### config.mk
export PLATFORM = sky130hd
export DESIGN_NAME = uart_rx_buffered
export DESIGN_NICKNAME = d
export VERILOG_FILES = /design/src/rtl/uart_rx_buffered.sv
export SDC_FILE = /design/constraint.sdc
export NUM_CORES = 1
export LEC_CHECK = 0
export CORE_ASPECT_RATIO = 0.75
export CORE_MARGIN = 3
export CORE_UTILIZATION = 45
export CTS_BUF_LIST = sky130_fd_sc_hd__clkbuf_16
export DETAILED_ROUTE_END_ITERATION = 12
export SLEW_MARGIN = 20
export SYNTH_ARGS = -nofsm -noshare
export SYNTH_HDL_FRONTEND = slang
export SYNTH_SLANG_ARGS = --single-unit
export TNS_END_PERCENT = 20
### constraint.sdc
create_clock -name clk -period 4.6 [get_ports clk]
set_input_delay 0.46 -clock clk [delete_from_list [all_inputs] [get_ports clk]]
set_output_delay 0.46 -clock clk [all_outputs]
set_load 0.03 [all_outputs]
### src/rtl/uart_rx_buffered.sv
// Oversampled UART receiver with even-parity check, feeding a small FIFO drained by a pop handshake.
// Optional macro UART_RX_MAJORITY_EN: 2-of-3 majority vote around mid-bit instead of a single sample.
module uart_rx_buffered #(
  parameter int DATA_WIDTH = 16,
  parameter int BAUD_RATE  = 115200,
  parameter int CLOCK_FREQ = 50_000_000,
  parameter int PARITY     = 1,
  parameter int OVERSAMPLE = 16,
  parameter int FIFO_DEPTH = 4
) (
  input  logic                  clk,
  input  logic                  rst_n,
  input  logic                  rx,
  input  logic                  req_data,
  output logic [DATA_WIDTH-1:0] data_out_rx,
  output logic                  pending_data_rx,
  output logic                  parity_error_rx,
  output logic                  frame_error,
  output logic                  overflow
);

  // state   | meaning
  // S_IDLE  | waiting for a synchronized 1->0 edge on the line
  // S_START | checking the start bit at the decision tick
  // S_DATA  | shifting payload bits in, LSB first
  // S_PAR   | capturing the parity bit
  // S_STOP  | checking the stop bit, then push / frame error / overflow
  typedef enum logic [2:0] {S_IDLE, S_START, S_DATA, S_PAR, S_STOP} state_t;

  localparam int DIV_RAW = CLOCK_FREQ / (BAUD_RATE * OVERSAMPLE);
  localparam int DIV     = (DIV_RAW < 1) ? 1 : DIV_RAW;
  localparam int DIV_W   = $clog2(DIV + 1);
  localparam int SCNT_W  = $clog2(OVERSAMPLE);
  localparam int BCNT_W  = $clog2(DATA_WIDTH + 1);
  localparam int PTR_W   = $clog2(FIFO_DEPTH);
`ifdef UART_RX_MAJORITY_EN
  localparam int DEC     = OVERSAMPLE / 2 + 1;
`else
  localparam int DEC     = OVERSAMPLE / 2;
`endif

  localparam logic [DIV_W-1:0]  DIV_LAST = DIV_W'(DIV - 1);
  localparam logic [DIV_W-1:0]  DIV_ONE  = DIV_W'(1);
  localparam logic [SCNT_W-1:0] DEC_C    = SCNT_W'(DEC);
  localparam logic [SCNT_W-1:0] OVS_LAST = SCNT_W'(OVERSAMPLE - 1);
  localparam logic [SCNT_W-1:0] SCNT_ONE = SCNT_W'(1);
  localparam logic [BCNT_W-1:0] BIT_LAST = BCNT_W'(DATA_WIDTH - 1);
  localparam logic [BCNT_W-1:0] BCNT_ONE = BCNT_W'(1);
  localparam logic [PTR_W:0]    CNT_FULL = (PTR_W + 1)'(FIFO_DEPTH);
  localparam logic [PTR_W:0]    CNT_ONE  = (PTR_W + 1)'(1);
  localparam logic [PTR_W-1:0]  PTR_ONE  = PTR_W'(1);

  // synchronizer and edge history
  logic rx_meta_q, rx_sync_q, rx_prev_q;

  always_ff @(posedge clk or negedge rst_n) begin
    if (!rst_n) begin
      rx_meta_q <= 1'b1;
      rx_sync_q <= 1'b1;
      rx_prev_q <= 1'b1;
    end else begin
      rx_meta_q <= rx;
      rx_sync_q <= rx_meta_q;
      rx_prev_q <= rx_sync_q;
    end
  end

  // free-running tick: down-counter with terminal-count reload
  logic [DIV_W-1:0] div_cnt_q;
  logic             tick;

  assign tick = (div_cnt_q == '0);

  always_ff @(posedge clk or negedge rst_n) begin
    if (!rst_n) div_cnt_q <= '0;
    else        div_cnt_q <= tick ? DIV_LAST : (div_cnt_q - DIV_ONE);
  end

  state_t                state_q, state_d;
  logic [SCNT_W-1:0]     scnt_q, scnt_d;
  logic [BCNT_W-1:0]     bcnt_q, bcnt_d;
  logic [DATA_WIDTH-1:0] shift_q, shift_d;
  logic                  perr_q, perr_d;
  logic                  rx_bit;
  logic                  decide;
  logic                  push_req;
  logic                  frame_err_d;

  assign decide = tick && (scnt_q == DEC_C);

`ifdef UART_RX_MAJORITY_EN
  localparam logic [SCNT_W-1:0] MAJ_A = SCNT_W'(OVERSAMPLE / 2 - 1);
  localparam logic [SCNT_W-1:0] MAJ_B = SCNT_W'(OVERSAMPLE / 2);
  logic [1:0] maj_q;

  always_ff @(posedge clk or negedge rst_n) begin
    if (!rst_n) begin
      maj_q <= 2'b11;
    end else if (tick && state_q != S_IDLE) begin
      if (scnt_q == MAJ_A) maj_q[0] <= rx_sync_q;
      if (scnt_q == MAJ_B) maj_q[1] <= rx_sync_q;
    end
  end

  // third sample is the live one at the decision tick
  assign rx_bit = (maj_q[0] & maj_q[1]) | (maj_q[0] & rx_sync_q) | (maj_q[1] & rx_sync_q);
`else
  assign rx_bit = rx_sync_q;
`endif

  always_ff @(posedge clk or negedge rst_n) begin
    if (!rst_n) begin
      state_q <= S_IDLE;
      scnt_q  <= '0;
      bcnt_q  <= '0;
      shift_q <= '0;
      perr_q  <= 1'b0;
    end else begin
      state_q <= state_d;
      scnt_q  <= scnt_d;
      bcnt_q  <= bcnt_d;
      shift_q <= shift_d;
      perr_q  <= perr_d;
    end
  end

  always_comb begin
    state_d     = state_q;
    scnt_d      = scnt_q;
    bcnt_d      = bcnt_q;
    shift_d     = shift_q;
    perr_d      = perr_q;
    push_req    = 1'b0;
    frame_err_d = 1'b0;

    if (state_q != S_IDLE && tick) begin
      scnt_d = (scnt_q == OVS_LAST) ? '0 : (scnt_q + SCNT_ONE);
    end

    case (state_q)
      S_IDLE: begin
        // edge (not level) start keeps a stuck-low line from retriggering
        if (rx_prev_q && !rx_sync_q) begin
          state_d = S_START;
          scnt_d  = '0;
        end
      end
      S_START: begin
        if (decide) begin
          if (rx_bit) begin
            state_d = S_IDLE;
          end else begin
            state_d = S_DATA;
            bcnt_d  = '0;
          end
        end
      end
      S_DATA: begin
        if (decide) begin
          shift_d                 = shift_q >> 1;
          shift_d[DATA_WIDTH-1]   = rx_bit;
          bcnt_d                  = bcnt_q + BCNT_ONE;
          if (bcnt_q == BIT_LAST) begin
            perr_d  = 1'b0;
            state_d = (PARITY != 0) ? S_PAR : S_STOP;
          end
        end
      end
      S_PAR: begin
        if (decide) begin
          perr_d  = (^shift_q) ^ rx_bit;
          state_d = S_STOP;
        end
      end
      S_STOP: begin
        if (decide) begin
          state_d = S_IDLE;
          if (rx_bit) push_req    = 1'b1;
          else        frame_err_d = 1'b1;
        end
      end
      default: state_d = S_IDLE;
    endcase
  end

  // FIFO: entries hold {parity_err, data}
  logic [DATA_WIDTH:0]   mem_q [FIFO_DEPTH];
  logic [PTR_W-1:0]      wr_ptr_q, rd_ptr_q;
  logic [PTR_W:0]        count_q, count_d;
  logic                  full, empty, pop, push, ovf_d;
  logic [DATA_WIDTH-1:0] data_out_q;
  logic                  perr_out_q, pending_q, frame_err_q, ovf_q;

  assign full  = (count_q == CNT_FULL);
  assign empty = (count_q == '0);
  assign pop   = req_data && !empty;
  // a same-cycle pop frees the slot, so a full FIFO still accepts the push
  assign push  = push_req && (!full || pop);
  assign ovf_d = push_req && full && !pop;

  always_comb begin
    count_d = count_q;
    if (push && !pop)      count_d = count_q + CNT_ONE;
    else if (!push && pop) count_d = count_q - CNT_ONE;
  end

  always_ff @(posedge clk) begin
    if (push) mem_q[wr_ptr_q] <= {perr_q, shift_q};
  end

  always_ff @(posedge clk or negedge rst_n) begin
    if (!rst_n) begin
      wr_ptr_q    <= '0;
      rd_ptr_q    <= '0;
      count_q     <= '0;
      data_out_q  <= '0;
      perr_out_q  <= 1'b0;
      pending_q   <= 1'b0;
      frame_err_q <= 1'b0;
      ovf_q       <= 1'b0;
    end else begin
      if (push) wr_ptr_q <= wr_ptr_q + PTR_ONE;
      if (pop) begin
        rd_ptr_q   <= rd_ptr_q + PTR_ONE;
        data_out_q <= mem_q[rd_ptr_q][DATA_WIDTH-1:0];
        perr_out_q <= mem_q[rd_ptr_q][DATA_WIDTH];
      end
      count_q     <= count_d;
      pending_q   <= (count_d != '0);
      frame_err_q <= frame_err_d;
      ovf_q       <= ovf_d;
    end
  end

  assign data_out_rx     = data_out_q;
  assign parity_error_rx = perr_out_q;
  assign pending_data_rx = pending_q;
  assign frame_error     = frame_err_q;
  assign overflow        = ovf_q;

endmodule
==> run_results.csv <==
group,metric,value,unit
floorplanning,core-area,11700,um2
pwr,power.leakage,2.74,nW
worst_setup_path,critPathMaxFanout,17,
floorplanning,dieWidth,134,um
global_route,grt_use_total,0.162,
worst_setup_path,reg2reg_slack,1.50,ns
timing,rsz0062_at_grt,"false",
timing,fmax,0.322,GHz
floorplanning,pin_count,24,
timing,skew,0.00660,ns
timing,fin_setup_tns,0,ns
placement,preCtsSetupSlack,1.48,ns
synth,postSynthAreaPerCell,16.2,um2
synth,yosysTopAreaCellShare,0.371,
route,initialDrtViolationCount,192,
pwr,pwr-share-seq,0.488,
synth,synth_area_leader_cell,"edfxtp_1",
floorplanning,rows,34,
cells_and_area,final_cell_mix,"edfxtp_1 (68), dfrtp_1 (60), mux2_2 (26)",
status,run_status,"complete, no violations",
worst_setup_path,path_buf_inv,1,
route,vias,2830,
cells_and_area,drive_gt1_frac,0.240,
cells_and_area,fin_cells,546,
clocking,cts.repair.resized,0,
global_route,grt_pass1_wl,16300,um
placement,gp_congestion,0.781,
pwr,power.total,2.57,mW
clocking,clkTransAtPathRegs,0.06,ns
worst_setup_path,max_stage_delay,0.76,ns
worst_setup_path,crit_slowest_cell,"and2_1",
floorplanning,die_y,102,um
clocking,tritoncts,"yes",
floorplanning,start_util,0.468,
route,viasPerCell,5.18,
route,wl,9720,um
pwr,p_switching,0.527,mW
run,cap_violations,0,
cells_and_area,diodes,0,
clocking,cts_inserted_buffers,17,
synth,seq_area_frac_synth,0.663,
synth,yosys_warnings,0,
route,drc,0,
cells_and_area,area_delta_synth_final,17.3,%
worst_setup_path,critPathTopFamily,"simple AND/OR/NAND/NOR gates",
timing,fin_ws,1.50,ns
worst_setup_path,worstPathCellList,"inv_1, ha_1, or4b_1, nor3_2, o21a_1, and2_1",
synth,syn_inst,340,
worst_hold_path,hp-class,"primary input to asynchronous set/reset pin",
timing,finalMaxSlewViolations,0,
global_route,antenna_found_initial,0,
worst_setup_path,critPathLaunchType,"register",
worst_setup_path,r2r_cells,6,
worst_setup_path,critPathKind,"register to register",
global_route,grt_overflow,0,
placement,dp.cells,514,
cells_and_area,final_common_cell,"edfxtp_1",
placement,port_buffers,23,
floorplanning,dieArea,13600,um2
worst_setup_path,worstPathRequired,4.63,ns
worst_setup_path,end_kind,"register",
clocking,h-tree-depth,4,
pwr,ir_drop,0.266,mV
worst_setup_path,timing.rr.start,"div_cnt_q[0]$_DFF_PN0_",
pwr,combPwrFrac,0.014,
timing,setup_viol,0,
clocking,cts_setup_buffers,0,
route,dr.pass1.iters,4,
timing,fin_crit,3.10,ns
clocking,cts_root_buffer,"clkbuf_16",
clocking,clk-insertion-delay-late,0.41,ns
synth,ys.flop_type,"edfxtp_1",
pwr,p_int,2.04,mW
placement,dpl.hpwl,6260,um
clocking,hold_buffers,0,
synth,synth_area,5500,um2
route,post_drt_wl_per_cell,17.8,um
synth,netlist-cell-type-count,54,
pwr,power_density,399,nW/um2
timing,fin_crit_sh,0.674,
cells_and_area,final_core_util,0.549,
pwr,power_switching_share,0.205,
cells_and_area,finalNetCount,388,
worst_setup_path,r2r_end,"mem_q[0][10]$_DFFE_PP_",
global_route,grt_max_degree,38,
synth,synth-edff-count,68,
synth,syn_nets,357,
synth,synth_area_leaders,"edfxtp_1 (37%), dfrtp_1 (28%), mux4_2 (7.0%), mux2_2 (5.3%), ha_1 (3.0%)",
route,ant_nets,0,
clocking,cts_sinks,132,
pwr,clkPwrFrac,0.499,
worst_setup_path,arrival,3.13,ns
timing,slew_headroom,0.397,
timing,worst_pin_slew,0.905,ns
synth,synth_seq_cells,132,
global_route,grt_pass1_vias,2896,
clocking,cts_buffer_depth,2,
timing,hold_viol_final,0,
synth,ys_async_sr_fraction,0.485,
cell families (layout without fill, tap and decap cells):
group,Yosys count,count (layout),synth area share
buffers and inverters,26,70,0.0209
adders and majority gates,13,13,0.0296
and+or+nand+nor,64,64,0.0660
AOI/OAI and AO/OA,31,31,0.0369
xor gates and xnor gates,22,22,0.0376
muxes,52,52,0.146
DFF,132,132,0.663
metal layers:
layer / GRT usage / wire length, um / up-vias
met5: 0 / 0 / -
met4: 0.0522 / 96 / 0
met3: 0.0516 / 601 / 12
met2: 0.219 / 4010 / 60
met1: 0.250 / 5010 / 1434
li1: - / - / 1324
registers in the layout, indices dropped and copies added, names as in the netlist, 3 cells and up:
register,flops
mem_q,68
data_out_rx,16
shift_q,16
bcnt_q,5
div_cnt_q,5
scnt_q,4
count_q,3
state_q,3
worst reg2reg max path, cell delays in order, from the launching register on:
cell	delay, ns
dfrtp_1	0.39
inv_1	0.09
ha_1	0.19
or4b_1	0.61
nor3_2	0.41
o21a_1	0.29
and2_1	0.76
through the flow:
step	area, um2	hold slack, ns
final	6450	0.0956
after floorplan	5500	0.164
after CTS	6450	0.0992
after global routing	6450	0.126
after detailed placement	5880	0.349
after global placement	5880	0.350
cell type report:
class / instances / area, um2
fill: 960 / 5300
inverter: 13 / 48.8
clock buffer: 17 / 425
tap: 162 / 203
multi-input combinational: 182 / 1740
clock inverter: 15 / 141
sequential: 132 / 3650
timing repair buffer: 25 / 240
worst max-delay path by stage:
stage / from / slack, ns / depth (start not counted) / end
after floorplan: div_cnt_q[0]$_DFF_PN0_ / 2.02 / 7 / mem_q[0][0]$_DFFE_PP_
after global placement: div_cnt_q[0]$_DFF_PN0_ / 1.61 / 6 / mem_q[0][5]$_DFFE_PP_
after detailed placement: div_cnt_q[0]$_DFF_PN0_ / 1.48 / 6 / mem_q[3][4]$_DFFE_PP_
after CTS: div_cnt_q[0]$_DFF_PN0_ / 1.44 / 6 / mem_q[0][3]$_DFFE_PP_
after global routing: div_cnt_q[0]$_DFF_PN0_ / 1.23 / 6 / mem_q[0][3]$_DFFE_PP_
final: div_cnt_q[0]$_DFF_PN0_ / 1.50 / 6 / mem_q[0][10]$_DFFE_PP_
cell usage after synthesis, drive strengths merged, types with 3 or more instances:
cell type  instances
dfrtp             61
nand3b             3
a21oi              6
and2               4
nor3               6
nor2              14
ha                13
dfstp              3
inv               13
o21ai             11
mux4              17
clkbuf             8
xor2               3
mux2              33
edfxtp            68
buf                5
xnor2             18
nand2             15
power by group through the flow:
| stage | sequential, mW | clock, mW | combinational [mW] |
|---|---|---|---|
| finish | 1.25 | 1.28 | 0.0350 |
| global route | 1.25 | 1.37 | 0.0421 |
| CTS | 1.25 | 1.31 | 0.0364 |
| detailed placement | 1.28 | 0 | 0.0361 |
| global placement | 1.28 | 0 | 0.0356 |
| floorplan | 1.27 | 0 | 0.0223 |
Power figures use the tool's default switching activity.
